$ cat src/rtl/scc_isa_pkg.sv
`default_nettype none
// ============================================================================
// Module   : scc_isa_pkg
// Brief    : Shared ISA class/sub-op codes, field positions, legality + encode
// Revision : 1.0
// ============================================================================
package scc_isa_pkg;

    localparam logic [1:0] c_cls_data_imm = 2'b00;
    localparam logic [1:0] c_cls_data_reg = 2'b01;
    localparam logic [1:0] c_cls_ldst     = 2'b10;
    localparam logic [1:0] c_cls_sys      = 2'b11;

    localparam logic [3:0] c_sys_b     = 4'b0000;
    localparam logic [3:0] c_sys_bcond = 4'b0001;
    localparam logic [3:0] c_sys_br    = 4'b0010;
    localparam logic [3:0] c_sys_nop   = 4'b0100;
    localparam logic [3:0] c_sys_halt  = 4'b1000;

    localparam int c_pos_cls  = 30;
    localparam int c_pos_sub  = 25;
    localparam int c_pos_rd   = 22;
    localparam int c_pos_rs1  = 19;
    localparam int c_pos_rs2  = 16;
    localparam int c_pos_cond = 21;
    localparam int c_pos_imm  = 0;

    function automatic logic isa_is_legal(input logic [1:0] cls, input logic [4:0] sub);
        logic ok;
        ok = 1'b0;
        case (cls)
            c_cls_data_imm: ok = (sub <= 5'd5) ||
                                 (sub >= 5'd17 && sub <= 5'd21) ||
                                 (sub >= 5'd25 && sub <= 5'd29);
            c_cls_data_reg: ok = (sub >= 5'd17 && sub <= 5'd22) ||
                                 (sub >= 5'd25 && sub <= 5'd29);
            c_cls_ldst:     ok = 1'b1;
            default:        ok = (sub[3:0] == c_sys_b)   || (sub[3:0] == c_sys_bcond) ||
                                 (sub[3:0] == c_sys_br)  || (sub[3:0] == c_sys_nop)   ||
                                 (sub[3:0] == c_sys_halt);
        endcase
        return ok;
    endfunction

    function automatic logic [31:0] isa_encode(
        input logic [1:0]  cls,
        input logic [4:0]  sub,
        input logic [2:0]  rd,
        input logic [2:0]  rs1,
        input logic [2:0]  rs2,
        input logic [3:0]  cond,
        input logic [15:0] imm
    );
        logic [31:0] word;
        word = '0;
        word[c_pos_cls +: 2] = cls;
        word[c_pos_rd  +: 3] = rd;
        word[c_pos_rs1 +: 3] = rs1;
        case (cls)
            c_cls_data_imm: begin
                word[c_pos_sub +: 5]  = sub;
                word[c_pos_imm +: 16] = imm;
            end
            c_cls_data_reg: begin
                word[c_pos_sub +: 5] = sub;
                word[c_pos_rs2 +: 3] = rs2;
            end
            c_cls_ldst: begin
                word[c_pos_sub]       = sub[0];
                word[c_pos_imm +: 16] = imm;
            end
            default: begin
                word[c_pos_sub +: 4]  = sub[3:0];
                word[c_pos_imm +: 16] = imm;
                // Bcond reuses the rd/rs1 slots for its condition code
                if (sub[3:0] == c_sys_bcond) begin
                    word[c_pos_rs1 +: 6]  = '0;
                    word[c_pos_cond +: 4] = cond;
                end
            end
        endcase
        return word;
    endfunction

endpackage
`default_nettype wire

$ cat src/rtl/instr_fifo.sv
`default_nettype none
// ============================================================================
// Module   : instr_fifo
// Brief    : Synchronous DEPTH x WIDTH FIFO with full/empty flags
// Revision : 1.0
// ============================================================================
module instr_fifo #(
    parameter int DEPTH = 4,
    parameter int WIDTH = 32
) (
    input  logic             clk,
    input  logic             rst_n,
    input  logic             push,
    input  logic [WIDTH-1:0] push_data,
    input  logic             pop,
    output logic [WIDTH-1:0] pop_data,
    output logic             full,
    output logic             empty
);
    localparam int c_aw = $clog2(DEPTH);

    logic [WIDTH-1:0] r_mem [DEPTH];
    logic [c_aw:0]    r_wr_ptr;
    logic [c_aw:0]    r_rd_ptr;
    logic             w_do_push;
    logic             w_do_pop;

    // Extra pointer MSB distinguishes full from empty when indices match
    assign empty     = (r_wr_ptr == r_rd_ptr);
    assign full      = (r_wr_ptr[c_aw] != r_rd_ptr[c_aw]) &&
                       (r_wr_ptr[c_aw-1:0] == r_rd_ptr[c_aw-1:0]);
    assign w_do_push = push && !full;
    assign w_do_pop  = pop && !empty;
    assign pop_data  = r_mem[r_rd_ptr[c_aw-1:0]];

    always_ff @(posedge clk or negedge rst_n) begin
        if (!rst_n) begin
            r_wr_ptr <= '0;
            r_rd_ptr <= '0;
        end else begin
            if (w_do_push) r_wr_ptr <= r_wr_ptr + (c_aw+1)'(1);
            if (w_do_pop)  r_rd_ptr <= r_rd_ptr + (c_aw+1)'(1);
        end
    end

    always_ff @(posedge clk) begin
        if (w_do_push) r_mem[r_wr_ptr[c_aw-1:0]] <= push_data;
    end

endmodule
`default_nettype wire

$ cat src/rtl/instr_encoder.sv
`default_nettype none
// ============================================================================
// Module   : instr_encoder
// Brief    : Encodes field requests into 32-bit words and streams them to imem
// Revision : 1.0
// ============================================================================
module instr_encoder
    import scc_isa_pkg::*;
#(
    parameter int ADDR_W     = 10,
    parameter int FIFO_DEPTH = 4
) (
    input  logic              clk,
    input  logic              rst_n,
    input  logic              start,
    input  logic [ADDR_W-1:0] base_addr,
    input  logic              op_valid,
    output logic              op_ready,
    input  logic [1:0]        op_class,
    input  logic [4:0]        sub_op,
    input  logic [2:0]        rd,
    input  logic [2:0]        rs1,
    input  logic [2:0]        rs2,
    input  logic [3:0]        cond,
    input  logic [15:0]       imm,
    output logic              imem_we,
    output logic [ADDR_W-1:0] imem_addr,
    output logic [31:0]       imem_wdata,
    input  logic              mem_ready,
    output logic              done,
    output logic              wrapped,
    output logic              err_illegal
);
    localparam logic [1:0] c_st_idle  = 2'd0;
    localparam logic [1:0] c_st_run   = 2'd1;
    localparam logic [1:0] c_st_drain = 2'd2;
    localparam logic [1:0] c_st_done  = 2'd3;

    logic [1:0]        r_state;
    logic [1:0]        w_state_nxt;
    logic [ADDR_W-1:0] r_addr;
    logic              r_wrapped;
    logic              r_err;
    logic              w_full;
    logic              w_empty;
    logic              w_legal;
    logic              w_halt;
    logic              w_accept;
    logic              w_push;
    logic              w_pop;
    logic              w_start;
    logic [31:0]       w_word;

    assign w_legal  = isa_is_legal(op_class, sub_op);
    assign w_halt   = (op_class == c_cls_sys) && (sub_op[3:0] == c_sys_halt);
    assign w_word   = isa_encode(op_class, sub_op, rd, rs1, rs2, cond, imm);
    assign w_accept = op_valid && op_ready;
    // Illegal requests complete the handshake but never enter the FIFO
    assign w_push   = w_accept && w_legal;
    assign w_pop    = imem_we && mem_ready;
    assign w_start  = start && ((r_state == c_st_idle) || (r_state == c_st_done));

    assign op_ready    = (r_state == c_st_run) && !w_full;
    assign imem_we     = ((r_state == c_st_run) || (r_state == c_st_drain)) && !w_empty;
    assign imem_addr   = r_addr;
    assign done        = (r_state == c_st_done);
    assign wrapped     = r_wrapped;
    assign err_illegal = r_err;

    always_comb begin
        w_state_nxt = r_state;
        case (r_state)
            c_st_idle,
            c_st_done:  if (w_start) w_state_nxt = c_st_run;
            c_st_run:   if (w_push && w_halt) w_state_nxt = c_st_drain;
            c_st_drain: if (w_empty) w_state_nxt = c_st_done;
            default:    w_state_nxt = c_st_idle;
        endcase
    end

    always_ff @(posedge clk or negedge rst_n) begin
        if (!rst_n) begin
            r_state   <= c_st_idle;
            r_addr    <= '0;
            r_wrapped <= 1'b0;
            r_err     <= 1'b0;
        end else begin
            r_state <= w_state_nxt;
            if (w_start) begin
                r_addr    <= base_addr;
                r_wrapped <= 1'b0;
                r_err     <= 1'b0;
            end else begin
                if (w_pop) begin
                    r_addr <= r_addr + ADDR_W'(1);
                    if (&r_addr) r_wrapped <= 1'b1;
                end
                if (w_accept && !w_legal) r_err <= 1'b1;
            end
        end
    end

    instr_fifo #(
        .DEPTH (FIFO_DEPTH),
        .WIDTH (32)
    ) u_fifo (
        .clk       (clk),
        .rst_n     (rst_n),
        .push      (w_push),
        .push_data (w_word),
        .pop       (w_pop),
        .pop_data  (imem_wdata),
        .full      (w_full),
        .empty     (w_empty)
    );

endmodule
`default_nettype wire

$ cat config.mk
export PLATFORM = sky130hd
export DESIGN_NAME = instr_encoder
export DESIGN_NICKNAME = d
export VERILOG_FILES = /design/src/rtl/scc_isa_pkg.sv /design/src/rtl/instr_fifo.sv /design/src/rtl/instr_encoder.sv
export SDC_FILE = /design/constraint.sdc
export NUM_CORES = 1
export LEC_CHECK = 0
export BUFFER_PORTS_ARGS = -buffer_cell sky130_fd_sc_hd__buf_2
export CAP_MARGIN = 5
export CORE_UTILIZATION = 45
export CTS_CLUSTER_DIAMETER = 120
export DETAILED_ROUTE_END_ITERATION = 10
export GPL_ROUTABILITY_DRIVEN = 0
export PLACE_DENSITY = 0.7
export SYNTH_ARGS = -nofsm -noshare
export SYNTH_HDL_FRONTEND = slang
export SYNTH_HIERARCHICAL = 1
export SYNTH_SLANG_ARGS = --single-unit
$ cat constraint.sdc
create_clock -name clk -period 3.15 [get_ports clk]
set_input_delay 0 -clock clk [delete_from_list [all_inputs] [get_ports clk]]
set_output_delay 0 -clock clk [all_outputs]
set_load 0.005 [all_outputs]
## Yosys cells after proc, flatten, opt, wreduce, memory -nomap -nowiden

Memories as Yosys holds them, arrays and structs flattened.
Index checks and enable logic that the tools add are counted.

| cells by class | value |
|---|---|
| $add $sub $neg | 3 |
| multipliers | 0 |
| divide/modulo/power cells | 0 |
| $lt $le $gt $ge | 6 |
| equal/unequal tests | 16 |
| shift operators | 0 |
| muxes and demuxes | 20 |
| bitwise logic cells | 0 |
| reductions and logical operators | 39 |

Operators with widths:

| cell | number |
|---|---|
| $mux 10 | 2 |
| $mux 16 | 1 |
| $le 5x5->1 const B | 3 |
| $logic_and 1x1->1 | 15 |
| $mux 6 | 2 |
| $add 10x1->10 const B | 1 |
| $ge 5x5->1 const B | 2 |
| $reduce_and 10->1 | 1 |
| $logic_or 1x1->1 | 9 |
| $eq 2x2->1 const B | 4 |
| $mux 1 | 8 |
| $add 3x1->3 const B | 2 |
| $mux 2 | 3 |
| $mux 3 | 2 |
| $pmux 2 s3 | 1 |
| $reduce_bool 2->1 | 3 |
| $le 5x3->1 const B | 1 |
| $eq 2x1->1 const B | 2 |
| $eq 4x1->1 const B | 1 |
| $eq 4x2->1 const B | 1 |
| $eq 4x3->1 const B | 1 |
| $eq 4x4->1 const B | 1 |
| $logic_not 2->1 | 2 |
| $logic_not 4->1 | 1 |
| 11 further kinds | 15 |

| storage, ports and cells | value |
|---|---|
| flip-flop bits (word level) | 20 |
| bits in latches | 0 |
| memory bits (writable) | 128 |
| ROM bits | 0 |
| input port bits | 51 |
| output and inout port bits | 47 |
| word-level logic and storage cells | 91 |
| memories kept | 1 |

Memories:

| memory | words | bits a word | rd ports | clocked after Yosys merged registers in | wr ports | line | source |
|---|---|---|---|---|---|---|---|
| u_fifo.r_mem | 4 | 32 | 1 | 0 | 1 | instr_fifo.sv:22 | `logic [WIDTH-1:0] r_mem [DEPTH];` |

## Logic depth before layout (Yosys ltp)

| depth | value |
|---|---|
| depth after elaboration | 10 |
| mapped depth | 10 |
| mapped depth without buffers | 8 |

## By module

Netlist, hierarchy kept.

By module, submodules not included:

| module | times used | cells an instance | area each (um^2) | seq. area each (um^2) |
|---|---|---|---|---|
| instr_fifo | 1 | 219 | 5138.7 | 3993.8 |
| instr_encoder | 1 | 141 | 1137.3 | 350.3 |

## Worst setup path after synthesis

No wires, ideal clock.

| timing | value |
|---|---|
| path type | reg-to-reg |
| from | reg u_fifo.r_rd_ptr[0] |
| to | mem u_fifo.r_mem[0][0], enable pin |
| setup time | 0.392 ns |
| data arrival time | 2.446 ns |
| data required time | 2.758 ns |
| path slack | 0.311 ns |
| cell stages (with the launch flop) | 11 |
| buffers on the path | 2 |
| clock period less this slack | 2.839 ns |
| cells stage by stage | dfrtp_1 buf_6 xnor2_2 buf_6 nand3_1 inv_1 nor2b_1 and3_1 inv_1 a31oi_4 and2_1 |

| between the ends | value |
|---|---|
| longest elaborated chain between the ends | 9 |

Ends and longest elaborated chain:

| element | line | source |
|---|---|---|
| start, declared | instr_fifo.sv:24 | `logic [c_aw:0] r_rd_ptr;` |
| start signal, assigned | instr_fifo.sv:42 | `if (w_do_pop) r_rd_ptr <= r_rd_ptr + (c_aw+1)'(1);` |
| $eq 2x2->1 | instr_fifo.sv:31 | `(r_wr_ptr[c_aw-1:0] == r_rd_ptr[c_aw-1:0]);` |
| $logic_and 1x1->1 | instr_fifo.sv:30 | `assign full = (r_wr_ptr[c_aw] != r_rd_ptr[c_aw]) &&` |
| via w_full | instr_encoder.sv:44 | `logic w_full;` |
| $logic_not 1->1 | instr_encoder.sv:63 | `assign op_ready = (r_state == c_st_run) && !w_full;` |
| $logic_and 1x1->1 | instr_encoder.sv:63 |  |
| via op_ready | instr_encoder.sv:18 | `output logic op_ready,` |
| $logic_and 1x1->1 | instr_encoder.sv:57 | `assign w_accept = op_valid && op_ready;` |
| $logic_and 1x1->1 | instr_encoder.sv:59 | `assign w_push = w_accept && w_legal;` |
| via w_push | instr_encoder.sv:49 | `logic w_push;` |
| $logic_and 1x1->1 | instr_fifo.sv:32 | `assign w_do_push = push && !full;` |
| $mux 1 | instr_fifo.sv:47 | `if (w_do_push) r_mem[r_wr_ptr[c_aw-1:0]] <= push_data;` |
| $mux 1 (not written as such) | instr_fifo.sv:47 |  |
| end, declared | instr_fifo.sv:22 |  |

The timed path passes the listed nets, and every way through them passes these cells.

## Worst setup path after layout

| timing | value |
|---|---|
| from | reg u_fifo.r_wr_ptr[1] |
| to | mem u_fifo.r_mem[0][21], enable pin |

| between the ends | value |
|---|---|
| longest elaborated chain between the ends | 9 |

Ends and longest elaborated chain:

| element | line | source |
|---|---|---|
| start, declared | instr_fifo.sv:23 | `logic [c_aw:0] r_wr_ptr;` |
| start signal, assigned | instr_fifo.sv:41 | `if (w_do_push) r_wr_ptr <= r_wr_ptr + (c_aw+1)'(1);` |
| $eq 2x2->1 | instr_fifo.sv:31 |  |
| $logic_and 1x1->1 | instr_fifo.sv:30 |  |
| via w_full | instr_encoder.sv:44 |  |
| $logic_not 1->1 | instr_encoder.sv:63 |  |
| $logic_and 1x1->1 | instr_encoder.sv:63 |  |
| $logic_and 1x1->1 | instr_encoder.sv:57 |  |
| $logic_and 1x1->1 | instr_encoder.sv:59 |  |
| via w_push | instr_encoder.sv:49 |  |
| $logic_and 1x1->1 | instr_fifo.sv:32 |  |
| $mux 1 | instr_fifo.sv:47 |  |
| $mux 1 (not written as such) | instr_fifo.sv:47 |  |

The timed path passes the listed nets, and every way through them passes these cells.

==> results.toml <==
[floorplanning]
die_w_um = 120
die_area_sq_um = 14400
core_area_sq_um = 13400
initial_core_util = 0.468
core.rowCount = 42
die_h_um = 120
io_pins = 98

[timing]
finalCritPeriodShare = 0.855
fin_skew_ps = 8.62
drv_slew = 0
fmax_mhz = 371
final-setup-viol-count = 0
max_slew_margin = 0.516
period_minus_slack_ps = 2690
worst_slew_pin_slew_ps = 726
rsz0062_at_grt = "no"
hold_viol_final = 0
setup_tns_ps = 0

[setup_path]
critPathLaunchType = "flop"
r2r_cells = 9
required_ps = 3270
crit_arrival_ps = 2810
endpoint_kind = "flop"
reg2reg_from = "u_fifo/r_wr_ptr[1]"
path_class = "flop to flop"
r2r_end = "u_fifo/r_mem[0][21]"
reg2reg_slack_ps = 460
worstPathMaxFanout = 18

[synthesis]
netlist_area_sq_um = 6280
synth_most_common_cell = "edfxtp_1"
synth_nets = 420
dominantRegCellSynth = "edfxtp_1"
ys_ff_latch = 148
synth.avg_cell_area_sq_um = 17.4
netlist.area_leader.share = 0.612
yosysWarnings = 6
synth-compound-area-share = 0.0367
synth-seq-area-share = 0.692
synth-simple-area-share = 0.0823
muxShareOfSynthArea = 0.124
synth.top_cells.by_area = "edfxtp_1 61%, mux4_2 11%, dfrtp_1 8.0%"
synth_edf_count = 128
syn_inst = 360
synthXorXnorAreaFrac = 0.0245
synthAdderAreaFrac = 0.0179
synth_area_leader_cell = "edfxtp_1"
synth_commonest_cells = "128 x edfxtp_1, 32 x mux4_2, 25 x and2_1"
synth_top_family_by_area = "multiplexers"
ys_types = 42
async_flop_share = 0.135

[global_route]
grt_start_max_net_pins = 37
antenna_found_initial = 0
grt_pass1_wl_mm = 19.2
grt_use_total = 0.181
grt_pass1_vias = 3799
grt_overflow = 0

[drt]
via_count = 3644
drt-initial-drc-count = 293
drt_wl_total_mm = 11.9
antenna_left = 0
avgRoutedWirePerCell_um = 17.0
drt_first_pass_iters = 4
drc_errors = 0
vias_per_cell = 5.19

[clock_network]
cts_tree = "yes"
htree_levels = 4
insertion_delay_ps = 420
numCtsBuffers = 17
post_cts_buffers = 0
clk_pin_slew_worst_paths_ps = 60
clk_path_buf_depth = 2
cts-root-buf = "clkbuf_16"
clkSinkCount = 148

[layout]
final_nets = 573
area_growth_pct = 27.1
final.fill_count = 1022
drive_above_1_share = 0.340
num_antenna_cells = 0

[power_and_ir_drop]
power_density_nw_per_um2 = 793
p_leak_nw = 2.94
peakVddDrop_uv = 444
total_power_w = 0.00632

[placed_design]
portBuffers = 97
hpwl_mm = 7.31

[job]
max-cap-violations = 0

[hold_path]
hold_end = "u_fifo/r_mem[0][5]"
worstHoldPathType = "primary input to flop"
holdPathStages = 2
hold_start = "imm[5]"

[run_status]
status = "complete, no violations"
==> registers in the layout, summed over array words and instances (netlist names) <==
signal,cells
r_state,2
u_fifo/r_mem,128
u_fifo/r_wr_ptr,3
wrapped,1
err_illegal,1
u_fifo/r_rd_ptr,3
imem_addr,10
==> area by class of cell <==
class,count,area (sq um),share of cell area
sequential,148,4350,0.545
multi-input combinational,185,1790,0.225
clock inverter,11,111,0.0140
tap,176,220,0.0276
timing repair buffer,148,1020,0.128
inverter,13,48.8,0.00612
clock buffer,21,440,0.0552
==> per-layer routing <==
metal	wire length (um)	GRT usage
met3	593	0.0475
met2	5740	0.285
met4	246	0.0875
met5	0	0
met1	5350	0.234
==> stage by stage <==
stage / hold slack, ps / utilization / cell area (sq um) / setup WS, ps / std cells
6_report: 3.08 / 0.595 / 7980 / 458 / 702
5_1_grt: 27.2 / 0.595 / 7980 / 296 / 702
4_1_cts: 3.09 / 0.595 / 7980 / 457 / 702
3_5_place_dp: -25.0 / 0.521 / 6980 / 466 / 625
3_3_place_gp: -29.8 / 0.521 / 6980 / 546 / 625
2_1_floorplan: -296 / - / 6280 / 312 / 360
==> worst max-delay path, stage by stage (launching register included) <==
cell and delay (ps):
dfrtp_1 470, xnor2_2 260, nand3_1 130, inv_1 50, nor2b_1 220, and3_1 280, inv_1 100, a31oi_4 180
and2_2 460, buf_12 230
==> cells in the final DEF, fill, tap and decap left out, drive strengths merged, types with 4 or more instances in the layout <==
cell type    count
edfxtp         128
buf            103
dlygate4sd3     45
mux4            32
and2            25
clkbuf          21
dfrtp           20
nor2            17
inv             13
a21oi           12
nand3           10
nand2           10
ha               9
xnor2            9
o21ai            7
xor2             6
clkinv           6
a31oi            6
and3             5
nor3             5
nand2b           4
mux2             4
==> where the power goes <==
group | internal, W | switching, W
sequential | 0.00240 | 0.000175
clock | 0.00115 | 0.000727
combinational | 0.000911 | 0.000960
total | 0.00446 | 0.00186
==> timing repair <==
action | CTS | global route
hold buffers | 45 | 0
gates resized for setup | 0 | 0
hold endpoints to repair | 140 | 0
==> worst max-delay path by stage <==
stage	start	to	slack (ps)	depth (start not counted)
final	u_fifo/r_wr_ptr[1]	u_fifo/r_mem[0][21]	460	9
after global routing	u_fifo/r_wr_ptr[0]	u_fifo/r_mem[0][28]	300	9
after CTS	u_fifo/r_wr_ptr[1]	u_fifo/r_mem[0][28]	460	9
after detailed placement	u_fifo/r_wr_ptr[1]	u_fifo/r_mem[0][27]	470	9
after global placement	u_fifo/r_wr_ptr[1]	u_fifo/r_mem[0][24]	550	9
after floorplan	u_fifo/r_rd_ptr[0]	u_fifo/r_mem[0][0]	310	10
==> cell families after synthesis <==
logic type,after synthesis
multiplexers,37
XOR/XNOR,15
AO/OA/AOI/OAI,34
flip-flops,148
AND/OR/NAND/NOR,90
buffers and inverters,27
adder cells (fa/ha/maj),9
No activity file was read; power rests on OpenSTA's default activity.
